--- src/rtl/input_capture_pkg.sv ---
// Shared definitions for the input capture block: edge-mode encodings,
// capture record width and the edge-mode match helper.
package input_capture_pkg;

    // edge_mode encodings
    localparam logic [1:0] EDGE_RISE = 2'b00;
    localparam logic [1:0] EDGE_FALL = 2'b01;
    localparam logic [1:0] EDGE_BOTH = 2'b10;
    localparam logic [1:0] EDGE_OFF  = 2'b11;

    // Record layout is {first, level, delta, value}
    localparam int COUNTER_SIZE_DEFAULT = 32;
    localparam int REC_W = 2 * COUNTER_SIZE_DEFAULT + 2;

    // Record width for an arbitrary counter width
    function automatic int rec_width(input int counter_size);
        return 2 * counter_size + 2;
    endfunction

    // True when the detected edge is one the current mode asks for
    function automatic logic edge_match(input logic [1:0] mode,
                                        input logic       rise,
                                        input logic       fall);
        logic hit;
        case (mode)
            EDGE_RISE: hit = rise;
            EDGE_FALL: hit = fall;
            EDGE_BOTH: hit = rise | fall;
            EDGE_OFF:  hit = 1'b0;
            default:   hit = 1'b0;
        endcase
        return hit;
    endfunction

endpackage

--- src/rtl/input_capture_fifo.sv ---
// Synchronous record FIFO. The head record is read straight from storage
// flops, so it only changes on a pop. Push and pop in the same cycle are both
// accepted even when full.
module capture_fifo #(
    parameter int WIDTH = 66,
    parameter int DEPTH = 4
) (
    input  logic                     clk,
    input  logic                     reset_n,
    input  logic                     push,
    input  logic [WIDTH-1:0]         push_data,
    input  logic                     pop,
    output logic [WIDTH-1:0]         head_data,
    output logic                     full,
    output logic                     empty,
    output logic [$clog2(DEPTH):0]   count
);
    localparam int AW = $clog2(DEPTH);
    localparam int CW = AW + 1;
    localparam logic [CW-1:0] DEPTH_C = CW'(DEPTH);

    logic [WIDTH-1:0] mem_r [DEPTH];
    logic [AW-1:0]    wr_ptr_r;
    logic [AW-1:0]    rd_ptr_r;
    logic [CW-1:0]    count_r;
    logic             do_pop_s;
    logic             do_push_s;

    assign do_pop_s  = pop & (count_r != {CW{1'b0}});
    assign do_push_s = push & ((count_r != DEPTH_C) | do_pop_s);

    assign head_data = mem_r[rd_ptr_r];
    assign full      = (count_r == DEPTH_C);
    assign empty     = (count_r == {CW{1'b0}});
    assign count     = count_r;

    // Storage write and pointer advance
    always_ff @(posedge clk or negedge reset_n) begin
        if (!reset_n) begin
            for (int i = 0; i < DEPTH; i++) begin
                mem_r[i] <= {WIDTH{1'b0}};
            end
            wr_ptr_r <= {AW{1'b0}};
            rd_ptr_r <= {AW{1'b0}};
        end else begin
            if (do_push_s) begin
                mem_r[wr_ptr_r] <= push_data;
                wr_ptr_r        <= wr_ptr_r + AW'(1);
            end
            if (do_pop_s) begin
                rd_ptr_r <= rd_ptr_r + AW'(1);
            end
        end
    end

    // Occupancy count; simultaneous push and pop leave it unchanged
    always_ff @(posedge clk or negedge reset_n) begin
        if (!reset_n) begin
            count_r <= {CW{1'b0}};
        end else begin
            case ({do_push_s, do_pop_s})
                2'b10:   count_r <= count_r + CW'(1);
                2'b01:   count_r <= count_r - CW'(1);
                default: count_r <= count_r;
            endcase
        end
    end

endmodule

--- src/rtl/input_capture.sv ---
// Input capture: synchronises an asynchronous input, detects edges, stamps
// them with a free-running timebase, computes the delta to the previous
// capture and queues the records for a valid/ready consumer.
module input_capture
    import input_capture_pkg::*;
#(
    parameter int COUNTER_SIZE = 32,
    parameter int FIFO_DEPTH   = 4,
    parameter int SYNC_STAGES  = 2
) (
    input  logic                          clk,
    input  logic                          reset_n,
    input  logic                          enable,
    input  logic [1:0]                    edge_mode,
    input  logic                          capture_in,
    input  logic                          clear_overrun,
    input  logic                          cap_ready,
    output logic                          cap_valid,
    output logic [COUNTER_SIZE-1:0]       cap_value,
    output logic [COUNTER_SIZE-1:0]       cap_delta,
    output logic                          cap_level,
    output logic                          cap_first,
    output logic [$clog2(FIFO_DEPTH):0]   fifo_count,
    output logic                          overrun,
    output logic [COUNTER_SIZE-1:0]       timebase,
    output logic                          tb_wrap
);
    localparam int RW = rec_width(COUNTER_SIZE);
    localparam int PW = $clog2(SYNC_STAGES + 2);
    localparam logic [PW-1:0] PRIMED_C = PW'(SYNC_STAGES + 1);
    localparam logic [COUNTER_SIZE-1:0] TB_MAX = {COUNTER_SIZE{1'b1}};

    logic [SYNC_STAGES-1:0]  sync_r;
    logic                    sync_out_s;
    logic                    prev_r;
    logic [PW-1:0]           prime_cnt_r;
    logic                    primed_s;
    logic                    rise_r;
    logic                    fall_r;
    logic [COUNTER_SIZE-1:0] timebase_r;
    logic                    tb_wrap_r;
    logic                    enable_prev_r;
    logic                    first_pending_r;
    logic [COUNTER_SIZE-1:0] last_ts_r;
    logic                    event_s;
    logic                    first_s;
    logic [COUNTER_SIZE-1:0] delta_s;
    logic [RW-1:0]           stage_rec_r;
    logic                    push_r;
    logic                    pop_s;
    logic                    full_s;
    logic                    empty_s;
    logic [RW-1:0]           head_s;
    logic                    overrun_r;

    assign sync_out_s = sync_r[SYNC_STAGES-1];
    // Event comparisons start only once prev holds a genuine synchronised
    // sample, so a high input at reset release is not seen as an edge.
    assign primed_s   = (prime_cnt_r == PRIMED_C);

    // Synchroniser chain, previous-sample flop and registered edge flags
    always_ff @(posedge clk or negedge reset_n) begin
        if (!reset_n) begin
            sync_r      <= {SYNC_STAGES{1'b0}};
            prev_r      <= 1'b0;
            prime_cnt_r <= {PW{1'b0}};
            rise_r      <= 1'b0;
            fall_r      <= 1'b0;
        end else begin
            sync_r <= {sync_r[SYNC_STAGES-2:0], capture_in};
            prev_r <= sync_out_s;
            rise_r <= primed_s & sync_out_s & ~prev_r;
            fall_r <= primed_s & ~sync_out_s & prev_r;
            if (!primed_s) begin
                prime_cnt_r <= prime_cnt_r + PW'(1);
            end else begin
                prime_cnt_r <= prime_cnt_r;
            end
        end
    end

    // Free-running timebase and its wrap pulse
    always_ff @(posedge clk or negedge reset_n) begin
        if (!reset_n) begin
            timebase_r <= {COUNTER_SIZE{1'b0}};
            tb_wrap_r  <= 1'b0;
        end else begin
            if (enable) begin
                timebase_r <= timebase_r + COUNTER_SIZE'(1);
            end else begin
                timebase_r <= timebase_r;
            end
            tb_wrap_r <= enable & (timebase_r == TB_MAX);
        end
    end

    // Event qualification, first-capture flag and delta
    always_comb begin
        event_s = 1'b0;
        first_s = first_pending_r | (enable & ~enable_prev_r);
        delta_s = timebase_r - last_ts_r;
        if (enable) begin
            event_s = edge_match(edge_mode, rise_r, fall_r);
        end else begin
            event_s = 1'b0;
        end
        if (first_s) begin
            delta_s = {COUNTER_SIZE{1'b0}};
        end else begin
            delta_s = timebase_r - last_ts_r;
        end
    end

    // Record staging; last_ts follows every event, including dropped ones
    always_ff @(posedge clk or negedge reset_n) begin
        if (!reset_n) begin
            stage_rec_r     <= {RW{1'b0}};
            push_r          <= 1'b0;
            last_ts_r       <= {COUNTER_SIZE{1'b0}};
            first_pending_r <= 1'b1;
            enable_prev_r   <= 1'b0;
        end else begin
            enable_prev_r <= enable;
            if (event_s) begin
                stage_rec_r     <= {first_s, rise_r, delta_s, timebase_r};
                push_r          <= 1'b1;
                last_ts_r       <= timebase_r;
                first_pending_r <= 1'b0;
            end else begin
                push_r <= 1'b0;
                if (enable & ~enable_prev_r) begin
                    first_pending_r <= 1'b1;
                end else begin
                    first_pending_r <= first_pending_r;
                end
            end
        end
    end

    assign pop_s = ~empty_s & cap_ready;

    // Sticky overrun; a drop in the same cycle beats a clear request
    always_ff @(posedge clk or negedge reset_n) begin
        if (!reset_n) begin
            overrun_r <= 1'b0;
        end else begin
            if (push_r & full_s & ~pop_s) begin
                overrun_r <= 1'b1;
            end else if (clear_overrun) begin
                overrun_r <= 1'b0;
            end else begin
                overrun_r <= overrun_r;
            end
        end
    end

    capture_fifo #(
        .WIDTH (RW),
        .DEPTH (FIFO_DEPTH)
    ) u_fifo (
        .clk       (clk),
        .reset_n   (reset_n),
        .push      (push_r),
        .push_data (stage_rec_r),
        .pop       (pop_s),
        .head_data (head_s),
        .full      (full_s),
        .empty     (empty_s),
        .count     (fifo_count)
    );

    assign cap_valid = ~empty_s;
    assign {cap_first, cap_level, cap_delta, cap_value} = head_s;
    assign overrun   = overrun_r;
    assign timebase  = timebase_r;
    assign tb_wrap   = tb_wrap_r;

endmodule

--- config.mk ---
export PLATFORM = sky130hd
export DESIGN_NAME = input_capture
export DESIGN_NICKNAME = d
export VERILOG_FILES = /design/src/rtl/input_capture_pkg.sv /design/src/rtl/input_capture_fifo.sv /design/src/rtl/input_capture.sv
export SDC_FILE = /design/constraint.sdc
export NUM_CORES = 1
export LEC_CHECK = 0
export BUFFER_PORTS_ARGS = -buffer_cell sky130_fd_sc_hd__buf_2
export CAP_MARGIN = 20
export CORE_MARGIN = 5
export CORE_UTILIZATION = 60
export DETAILED_ROUTE_END_ITERATION = 10
export PLACE_DENSITY = 0.89
export SLEW_MARGIN = 10
export SYNTH_ARGS = -nofsm -noshare
export SYNTH_HDL_FRONTEND = slang
export SYNTH_SLANG_ARGS = --single-unit
--- constraint.sdc ---
create_clock -name clk -period 3.7 [get_ports clk]
set_input_delay 0.74 -clock clk [delete_from_list [all_inputs] [get_ports clk]]
set_output_delay 0.74 -clock clk [all_outputs]
set_load 0.01 [all_outputs]
==> results of run 1 <==
==> registers in the layout, indices dropped and copies added, names as in the netlist <==
| signal | count |
|---|---|
| enable_prev_r | 1 |
| fall_r | 1 |
| first_pending_r | 1 |
| last_ts_r | 31 |
| overrun | 1 |
| prev_r | 1 |
| prime_cnt_r | 2 |
| push_r | 1 |
| rise_r | 1 |
| stage_rec_r | 35 |
| sync_r | 2 |
| tb_wrap | 1 |
| timebase | 32 |
| u_fifo.count | 3 |
| u_fifo.mem_r | 264 |
| u_fifo.rd_ptr_r | 2 |
| u_fifo.wr_ptr_r | 2 |
==> critical path: stages, from the launching register on <==
cell	delay, ns
dfrtp_4	0.88
buf_4	0.36
mux4_2	0.53
buf_2	0.16
==> cell families after synthesis <==
logic type | synth area share [%]
XOR/XNOR | 2.99
multiplexers | 17.8
AND/OR/NAND/NOR | 8.58
flip-flops | 54.3
buffers and inverters | 3.25
adder cells (fa/ha/maj) | 3.01
AO/OA/AOI/OAI | 10.0
==> cell usage in the layout (no fill, tap or decap), drive strengths merged, types with 7 or more instances in the layout <==
master  instances
and3           17
mux4           66
nand3          19
o21ai         190
a211oi          7
clkbuf         63
nor3            8
ha             39
nor2           30
a21o           11
a21oi          37
nand4          13
dfrtp         380
xnor2          39
nand2         228
xor2           21
buf           136
inv            56
o31ai          10
mux2          145
==> per-stage QoR <==
stage / worst slack [ns] / util [%] / instances
floorplan: 1.05 / - / 1475
global placement: 0.984 / 64.5 / 1911
detailed placement: 0.870 / 64.5 / 1911
CTS: 0.414 / 69.5 / 1985
global route: 0.336 / 69.5 / 1986
finish: 0.455 / 69.5 / 1986
==> worst paths after layout <==
kind / startpoint / to / slack (ns) / cells past startpoint
min in group clk: capture_in / sync_r[0]$_DFF_PN0_ / 0.33 / 1
setup reg to reg: timebase[0]$_DFFE_PN0P_ / stage_rec_r[56]$_DFFE_PN0P_ / 0.72 / 10
hold / removal: reset_n / u_fifo.mem_r[251]$_DFFE_PN0P_ / 0.21 / 1
setup / recovery: u_fifo.rd_ptr_r[0]$_DFFE_PN0N_ / cap_delta[5] / 0.46 / 3
max in group asynchronous: reset_n / stage_rec_r[46]$_DFFE_PN0P_ / 2.60 / 2
hold reg to reg: sync_r[0]$_DFF_PN0_ / sync_r[1]$_DFF_PN0_ / 0.35 / 0
==> where the power goes <==
part           switching [mW]  internal (mW)
Sequential               1.17           5.47
Clock                    1.65           2.66
Combinational            2.71           2.61
Total                    5.53           10.7
==> cell type report <==
cell class	instances	area, sq um	area share, %
well taps	384	480	2.40
flip-flops and latches	381	9540	47.7
diodes	1	2.50	0.0125
clock buffers	63	1280	6.39
multi-input cells	957	7480	37.4
inverters	53	199	0.994
repair buffers	136	866	4.33
clock inverters	11	169	0.844
==> layer usage <==
metal / up-vias / share of wire [%]
li1: 5435 / -
met1: 6252 / 41
met2: 460 / 49
met3: 106 / 6.5
met4: 0 / 3.6
met5: - / 0
==> flow_metrics.py, run 1 <==
metrics = {
    "status": {
        "status": "complete, no violations",
    },
    "routing": {
        "drt_iter0_markers": 1166,
        "postRouteAntennaNets": 0,
        "routed_wl_mm": 42.2,
        "vias": 12300,
        "drt_first_pass_iters": 5,
        "viasPerCell": 6.17,
        "wire_per_inst_um": 21.3,
        "remaining_drc_errors": 0,
    },
    "die": {
        "core_area_sq_um": 28800,
        "die-area_sq_um": 32800,
        "rows": 62,
        "initial_core_util_pct": 61.0,
        "ios": 112,
        "die_h_um": 181,
        "die_w_um": 181,
    },
    "yosys": {
        "ys_top_cells_by_count": "dfrtp_1 (380), nand2_1 (228), o21ai_0 (184)",
        "syn_nets": 1524,
        "synthCells": 1475,
        "avgSynthCellArea_sq_um": 11.9,
        "ys_ff_latch": 381,
        "async_flop_share_pct": 100,
        "synth_most_common_cell": "dfrtp_1",
        "synth-edff-count": 0,
        "yosysUniqueCellTypes": 69,
        "synth_area_leaders": "dfrtp_1 (54%), mux2_2 (9.3%), mux4_2 (8.5%), o21ai_0 (5.2%), nand2_1 (4.9%)",
        "synth_area_sq_um": 17600,
        "synth-main-ff-cell": "dfrtp_1",
        "yosys_warnings": 0,
        "seq_area_frac_synth_pct": 54.3,
        "synth_largest_area_cell": "dfrtp_1",
        "synth_top_cell_area_share_pct": 54.2,
    },
    "place": {
        "post-dp-hpwl_mm": 28.3,
        "portBuffers": 111,
        "gp_routability_congestion": 0.960,
        "dpl_cell_area_sq_um": 18600,
    },
    "clock_tree": {
        "cts.sinks": 381,
        "post-cts-setup-buffer-count": 0,
        "htree_levels": 2,
        "numCtsBuffers": 40,
        "insertion_delay_ns": 0.54,
        "cts_hold_buf": 0,
        "post_cts_resized": 0,
        "clkSlewWorstSetupHoldPaths_ns": 0.06,
        "cts_root_buf": "clkbuf_16",
        "cts_tree": "done",
        "clock_path_buffers": 3,
    },
    "pwr": {
        "leakage_nw": 9.77,
        "finalPower_mw": 16.3,
        "peakVddDrop_mv": 0.435,
        "p_per_area_nw_per_um2": 813,
    },
    "setup_path": {
        "cp-end-kind": "primary output",
        "critPathArrivalTime_ns": 2.50,
        "path_class": "reg -> out",
        "start_kind": "flip-flop",
        "crit_required_ns": 2.96,
        "crit_path_max_fanout": 32,
    },
    "final_layout": {
        "final_layout_size_suffix_gt1_share_pct": 27.3,
        "syn2layout_area_growth_pct": 14.0,
        "final_nets": 1618,
        "fin_area_sq_um": 20000,
        "fillers": 1870,
    },
    "timing": {
        "finalHoldViolations": 0,
        "rsz0062_at_grt": "false",
        "clock.fmax_mhz": 308,
        "final.setup.tns_ns": 0,
        "slew_headroom_pct": 36.8,
        "drv_slew": 0,
        "fin_worst_skew_ns": 0.0156,
        "fin_crit_sh_pct": 87.7,
        "hold_slack_ns": 0.215,
        "setup_viol": 0,
        "period_needed_ns": 3.24,
        "worstMarginPinSlew_ns": 0.948,
    },
    "grt": {
        "grt.busiest_layer": "met2",
        "grt_remaining_overflow": 0,
        "met2_usage_pct": 42.6,
        "met1_usage_pct": 36.6,
        "grt_usage_pct": 26.3,
        "antenna_found_initial": 1,
        "met3_usage_pct": 4.71,
        "first_global_vias": 12700,
        "grt_max_degree": 83,
        "grt_pass1_wl_mm": 70.1,
    },
    "job": {
        "drv_cap": 0,
    },
    "min_path": {
        "hold_path_class": "in -> async",
    },
}
Note: power is estimated with default switching activity, not from simulation.
==> run 2: changes to the inputs <==
--- a/config.mk
+++ b/config.mk
@@ -11,7 +11,9 @@
 export CORE_UTILIZATION = 60
 export DETAILED_ROUTE_END_ITERATION = 10
 export PLACE_DENSITY = 0.89
+export REMOVE_ABC_BUFFERS = 1
 export SLEW_MARGIN = 10
 export SYNTH_ARGS = -nofsm -noshare
 export SYNTH_HDL_FRONTEND = slang
+export SYNTH_HIERARCHICAL = 1
 export SYNTH_SLANG_ARGS = --single-unit
==> constraint.sdc (replaced) <==
create_clock -name clk -period 3.34 [get_ports clk]
set_input_delay 0.668 -clock clk [delete_from_list [all_inputs] [get_ports clk]]
set_output_delay 0.668 -clock clk [all_outputs]
set_load 0.01 [all_outputs]
==> flow_metrics.py, run 2 <==
metrics = {
    "clock_tree": {
        "post_cts_resized": 0,
        "cts_hold_buf": 0,
        "numCtsBuffers": 39,
        "clock_path_buffers": 3,
        "post-cts-setup-buffer-count": 0,
        "insertion_delay_ns": 0.52,
        "clkSlewWorstSetupHoldPaths_ns": 0.06,
        "cts.sinks": 381,
        "cts_tree": "done",
        "cts_root_buf": "clkbuf_16",
        "htree_levels": 2,
    },
    "timing": {
        "final.setup.tns_ns": 0,
        "fin_worst_skew_ns": 0.0160,
        "fin_crit_sh_pct": 87.0,
        "slew_headroom_pct": 57.0,
        "drv_slew": 0,
        "clock.fmax_mhz": 344,
        "setup_viol": 0,
        "worstMarginPinSlew_ns": 0.645,
        "rsz0062_at_grt": "false",
        "fin_ws_ns": 0.433,
        "finalHoldViolations": 0,
        "period_needed_ns": 2.91,
    },
    "yosys": {
        "ys_ff_latch": 381,
        "async_flop_share_pct": 100,
        "synthCells": 1333,
        "synth-main-ff-cell": "dfrtp_1",
        "synth-edff-count": 0,
        "avgSynthCellArea_sq_um": 13.4,
        "synth_largest_area_cell": "dfrtp_1",
        "synth_most_common_cell": "dfrtp_1",
        "synth_area_leaders": "dfrtp_1 (53%), mux2_2 (17%), mux4_2 (8.3%), ha_1 (2.7%), nand2_1 (2.4%)",
        "yosysUniqueCellTypes": 68,
        "seq_area_frac_synth_pct": 53.2,
        "yosys_warnings": 6,
        "synth_area_sq_um": 17900,
        "synth_top_cell_area_share_pct": 53.1,
        "ys_top_cells_by_count": "dfrtp_1 (380), mux2_2 (266), nand2_1 (113)",
    },
    "place": {
        "pre_cts_slack_ns": 0.565,
        "dpl_cell_area_sq_um": 18800,
        "post-dp-hpwl_mm": 25.7,
        "gp_routability_congestion": 0.909,
        "place_inst": 1784,
        "portBuffers": 111,
    },
    "grt": {
        "grt_usage_pct": 24.4,
        "grt_pass1_wl_mm": 66.2,
        "grt_remaining_overflow": 0,
        "met3_usage_pct": 4.66,
        "met1_usage_pct": 32.8,
        "met2_usage_pct": 40.6,
        "first_global_vias": 12300,
        "antenna_found_initial": 0,
        "grt.busiest_layer": "met2",
        "grt_max_degree": 91,
    },
    "pwr": {
        "peakVddDrop_mv": 0.549,
        "power_frac_clock_pct": 25.6,
        "power_frac_seq_pct": 40.7,
        "leakage_nw": 9.81,
        "netSwitchingFraction_pct": 32.7,
        "p_comb_share_pct": 33.8,
        "p_int_mw": 11.8,
        "p_per_area_nw_per_um2": 869,
        "p_sw_mw": 5.72,
    },
    "routing": {
        "wire_per_inst_um": 21.6,
        "vias": 11300,
        "postRouteAntennaNets": 0,
        "drt_first_pass_iters": 5,
        "remaining_drc_errors": 0,
        "viasPerCell": 6.13,
        "drt_iter0_markers": 948,
        "routed_wl_mm": 40.1,
    },
    "final_layout": {
        "mostFrequentLayoutCell": "dfrtp_1",
        "largest-register": "u_fifo/mem_r",
        "utilization_pct": 68.0,
        "final_cell_mix": "dfrtp_1 (378), mux2_2 (266), nand2_1 (113), buf_2 (110), mux4_2 (66)",
        "largest_register_ffs": 264,
        "multi_input_area_sq_um": 7770,
        "antenna_cells": 0,
        "final_nets": 1484,
        "regArea_sq_um": 9540,
        "fillers": 1939,
        "final_layout_size_suffix_gt1_share_pct": 37.8,
        "syn2layout_area_growth_pct": 12.3,
        "fin_area_sq_um": 20100,
        "final_cells": 1852,
    },
    "status": {
        "status": "complete, no violations",
    },
    "min_path": {
        "hold_path_class": "in -> async",
    },
    "die": {
        "die_h_um": 183,
        "ios": 112,
        "die-area_sq_um": 33400,
        "die_w_um": 183,
        "core_area_sq_um": 29600,
        "rows": 63,
        "initial_core_util_pct": 60.6,
    },
    "setup_path": {
        "cp-end-kind": "primary output",
        "critPathArrivalTime_ns": 2.24,
        "crit_path_max_fanout": 68,
        "cpPeakStageDelay_ns": 0.63,
        "cp_slowest_cell": "mux4_2",
        "start_kind": "flip-flop",
        "path_class": "reg -> out",
        "crit_chain": "buf_12, mux4_2, buf_2",
        "crit_required_ns": 2.67,
    },
    "job": {
        "drv_cap": 0,
    },
}
## run 2: cell type report
type                            count  area share [%]
Tap cell                          390            2.43
Clock buffer                       52            5.66
Inverter                           45           0.840
Timing Repair Buffer              132            4.03
Sequential cell                   381            47.4
Multi-Input combinational cell    836            38.7
Clock inverter                     16           0.940
## run 2: cells by family after synthesis
kind of cell | count (synthesis) | synth area share [%]
multiplexers | 334 | 25.1
buffers and inverters | 116 | 3.55
adder cells (fa/ha/maj) | 41 | 2.95
XOR/XNOR | 65 | 3.18
AO/OA/AOI/OAI | 173 | 5.98
flip-flops | 381 | 53.2
AND/OR/NAND/NOR | 223 | 5.97
## run 2: final timing paths
kind | start | endpoint | slack (ns) | cells past startpoint
max | u_fifo/rd_ptr_r[0]$_DFFE_PN0P_ | cap_value[13] | 0.43 | 3
min | reset_n | sync_r[1]$_DFF_PN0_ | 0.12 | 1
max reg2reg | timebase[0]$_DFFE_PN0P_ | stage_rec_r[58]$_DFFE_PN0P_ | 0.48 | 10
min reg2reg | sync_r[0]$_DFF_PN0_ | sync_r[1]$_DFF_PN0_ | 0.36 | 0
max in group asynchronous | reset_n | u_fifo/rd_ptr_r[0]$_DFFE_PN0P_ | 2.28 | 2
min in group clk | capture_in | sync_r[0]$_DFF_PN0_ | 0.25 | 1
## run 2: layer usage
metal | share of wire [%] | wire length [um] | up-vias
li1 | - | - | 5003
met1 | 42 | 16900 | 5931
met2 | 50 | 20000 | 327
met3 | 5.2 | 2080 | 87
met4 | 2.9 | 1170 | 0
met5 | 0 | 0 | -
## run 2: power by group through the flow
| stage | logic (mW) | registers [mW] | clock network [mW] |
|---|---|---|---|
| floorplan | 4.03 | 7.02 | 0 |
| global placement | 5.69 | 6.95 | 0 |
| detailed placement | 5.86 | 7.13 | 0 |
| CTS | 5.96 | 7.08 | 4.53 |
| global route | 6.41 | 7.26 | 4.73 |
| finish | 5.90 | 7.10 | 4.47 |
## run 2: stage by stage
| stage | total power, mW | hold WS (ns) |
|---|---|---|
| after global placement | 12.6 | 0.337 |
| after detailed placement | 13.0 | 0.349 |
| after CTS | 17.6 | 0.121 |
| final | 17.5 | 0.115 |
| after global routing | 18.4 | 0.158 |
| after floorplan | 11.1 | 0.331 |
## run 2: worst max-delay path: cells and delay by family (launching register included)
kind	cells	cell delay, ns
buffers and inverters	2	0.61
DFF	1	0.41
muxes	1	0.63
==> run 3: changes to the inputs <==
--- a/config.mk
+++ b/config.mk
@@ -5,12 +5,13 @@
 export SDC_FILE = /design/constraint.sdc
 export NUM_CORES = 1
 export LEC_CHECK = 0
+export ABC_CLOCK_PERIOD_IN_PS = 2400
 export BUFFER_PORTS_ARGS = -buffer_cell sky130_fd_sc_hd__buf_2
 export CAP_MARGIN = 20
 export CORE_MARGIN = 5
-export CORE_UTILIZATION = 60
+export CORE_UTILIZATION = 55
 export DETAILED_ROUTE_END_ITERATION = 10
-export PLACE_DENSITY = 0.89
+export PLACE_DENSITY = 0.86
 export REMOVE_ABC_BUFFERS = 1
 export SLEW_MARGIN = 10
 export SYNTH_ARGS = -nofsm -noshare
==> constraint.sdc (replaced) <==
create_clock -name clk -period 2.4 [get_ports clk]
set_input_delay 0.48 -clock clk [delete_from_list [all_inputs] [get_ports clk]]
set_output_delay 0.48 -clock clk [all_outputs]
set_load 0.01 [all_outputs]
==> flow_metrics.py, run 3 (synthesis results as in run 2) <==
metrics = {
    "status": {
        "status": "finished, violations left",
        "violations": "setup timing",
    },
    "routing": {
        "postRouteAntennaNets": 0,
        "vias": 11500,
        "wire_per_inst_um": 21.0,
        "remaining_drc_errors": 0,
        "viasPerCell": 5.79,
        "drt_first_pass_iters": 8,
        "drt_iter0_markers": 696,
        "routed_wl_mm": 41.8,
    },
    "final_layout": {
        "final_layout_size_suffix_gt1_share_pct": 43.5,
        "final_nets": 1571,
        "syn2layout_area_growth_pct": 19.1,
        "fin_area_sq_um": 21300,
        "fillers": 2258,
        "largest_register_ffs": 264,
        "utilization_pct": 65.9,
        "mostFrequentLayoutCell": "dfrtp_1",
        "largest-register": "u_fifo/mem_r",
        "antenna_cells": 0,
        "final_cell_mix": "dfrtp_1 (375), mux2_2 (266), nand2_1 (112), buf_4 (91), buf_2 (86)",
    },
    "timing": {
        "final.setup.tns_ns": -1.77,
        "fin_crit_sh_pct": 103,
        "fin_worst_skew_ns": 0.0194,
        "slew_headroom_pct": 56.4,
        "fin_ws_ns": -0.0705,
        "hold_slack_ns": 0.0707,
        "clock.fmax_mhz": 405,
        "rsz0062_at_grt": "true",
        "finalHoldViolations": 0,
        "drv_slew": 0,
        "period_needed_ns": 2.47,
        "worstMarginPinSlew_ns": 0.653,
        "setup_viol": 59,
    },
    "clock_tree": {
        "cts_root_buf": "clkbuf_16",
        "insertion_delay_ns": 0.52,
        "numCtsBuffers": 39,
        "cts_tree": "done",
        "clock_path_buffers": 3,
        "clkSlewWorstSetupHoldPaths_ns": 0.06,
        "cts.sinks": 381,
        "htree_levels": 2,
    },
    "die": {
        "initial_core_util_pct": 55.3,
        "die_h_um": 190,
        "rows": 66,
        "die-area_sq_um": 36300,
        "die_w_um": 190,
        "core_area_sq_um": 32400,
        "ios": 112,
    },
    "place": {
        "post-dp-hpwl_mm": 27.6,
        "portBuffers": 111,
        "gp_routability_congestion": 0.897,
        "dpl_cell_area_sq_um": 19500,
    },
    "setup_path": {
        "r2r-end": "stage_rec_r[46]$_DFFE_PN0P_",
        "ff2ff_path_depth": 10,
        "cp-end-kind": "primary output",
        "worstSetupStartpoint": "u_fifo/rd_ptr_r[0]$_DFFE_PN0P_",
        "path_class": "reg -> out",
        "critPathArrivalTime_ns": 1.99,
        "r2r_start": "last_ts_r[0]$_DFFE_PN0P_",
        "crit_required_ns": 1.92,
        "reg2reg_slack_ns": 0.03,
        "crit_path_max_fanout": 30,
        "start_kind": "flip-flop",
    },
    "pwr": {
        "leakage_nw": 10.3,
        "finalPower_mw": 25.6,
        "peakVddDrop_mv": 0.625,
        "p_per_area_nw_per_um2": 1200,
    },
    "min_path": {
        "whs_endpoint": "sync_r[0]$_DFF_PN0_",
        "holdPathStages": 1,
        "hold_path_class": "in -> reg",
        "min_from": "capture_in",
    },
    "job": {
        "drv_cap": 0,
    },
    "grt": {
        "grt_usage_pct": 23.3,
        "grt_pass1_wl_mm": 68.4,
        "antenna_found_initial": 0,
        "grt_remaining_overflow": 0,
        "grt_max_degree": 67,
        "first_global_vias": 12600,
    },
}
## run 3: what timing repair did
action,CTS,global route
endpoints found under the setup margin,75,87
hold buffers,1,0
gates resized for setup,30,51
pin swaps,9,24
buffers inserted,2,8
hold endpoints to repair,54,0
## run 3: worst max-delay path by stage
stage | endpoint | cells past startpoint
finish | cap_value[11] | 3
global route | cap_value[11] | 3
CTS | cap_value[12] | 3
detailed placement | stage_rec_r[46]$_DFFE_PN0P_ | 11
global placement | stage_rec_r[60]$_DFFE_PN0P_ | 11
floorplan | u_fifo/mem_r[0]$_DFFE_PN0P_ | 5
## run 3: per-stage QoR
stage	std cells	worst slack, ns
after floorplan	1262	-1.91
after global placement	1912	0.0373
after detailed placement	1912	-0.0429
after CTS	1983	-0.0945
after global routing	1991	-0.130
final	1991	-0.0705
## run 3: layout make-up
| type | count | area [sq um] | area share (%) |
|---|---|---|---|
| sequential | 381 | 9540 | 44.7 |
| multi-input combinational | 836 | 8000 | 37.5 |
| timing repair buffer | 219 | 1730 | 8.10 |
| clock buffer | 55 | 1170 | 5.48 |
| tap | 442 | 553 | 2.59 |
| clock inverter | 13 | 170 | 0.798 |
| inverter | 45 | 169 | 0.792 |
## run 3: worst max-delay path, stage by stage, from the launching register on
cell and delay [ns]:
dfrtp_4 0.46, buf_16 0.24, mux4_2 0.59, buf_6 0.15
## run 3: report_power, final
| part | internal (mW) | switching (mW) | total (mW) | leakage [nW] |
|---|---|---|---|---|
| Clock | 3.82 | 2.44 | 6.26 | 0.660 |
| Sequential | 8.40 | 1.40 | 9.80 | 5.12 |
| Combinational | 5.11 | 4.47 | 9.58 | 4.54 |
## run 3: per-layer routing
layer	share of wire, %	vias up	GRT usage [%]	wire, um
met5	0	-	0	0
li1	-	5165	-	-
met3	5.0	76	4.12	2090
met4	2.7	0	7.10	1140
met1	41	5996	30.7	17300
met2	51	296	40.0	21300
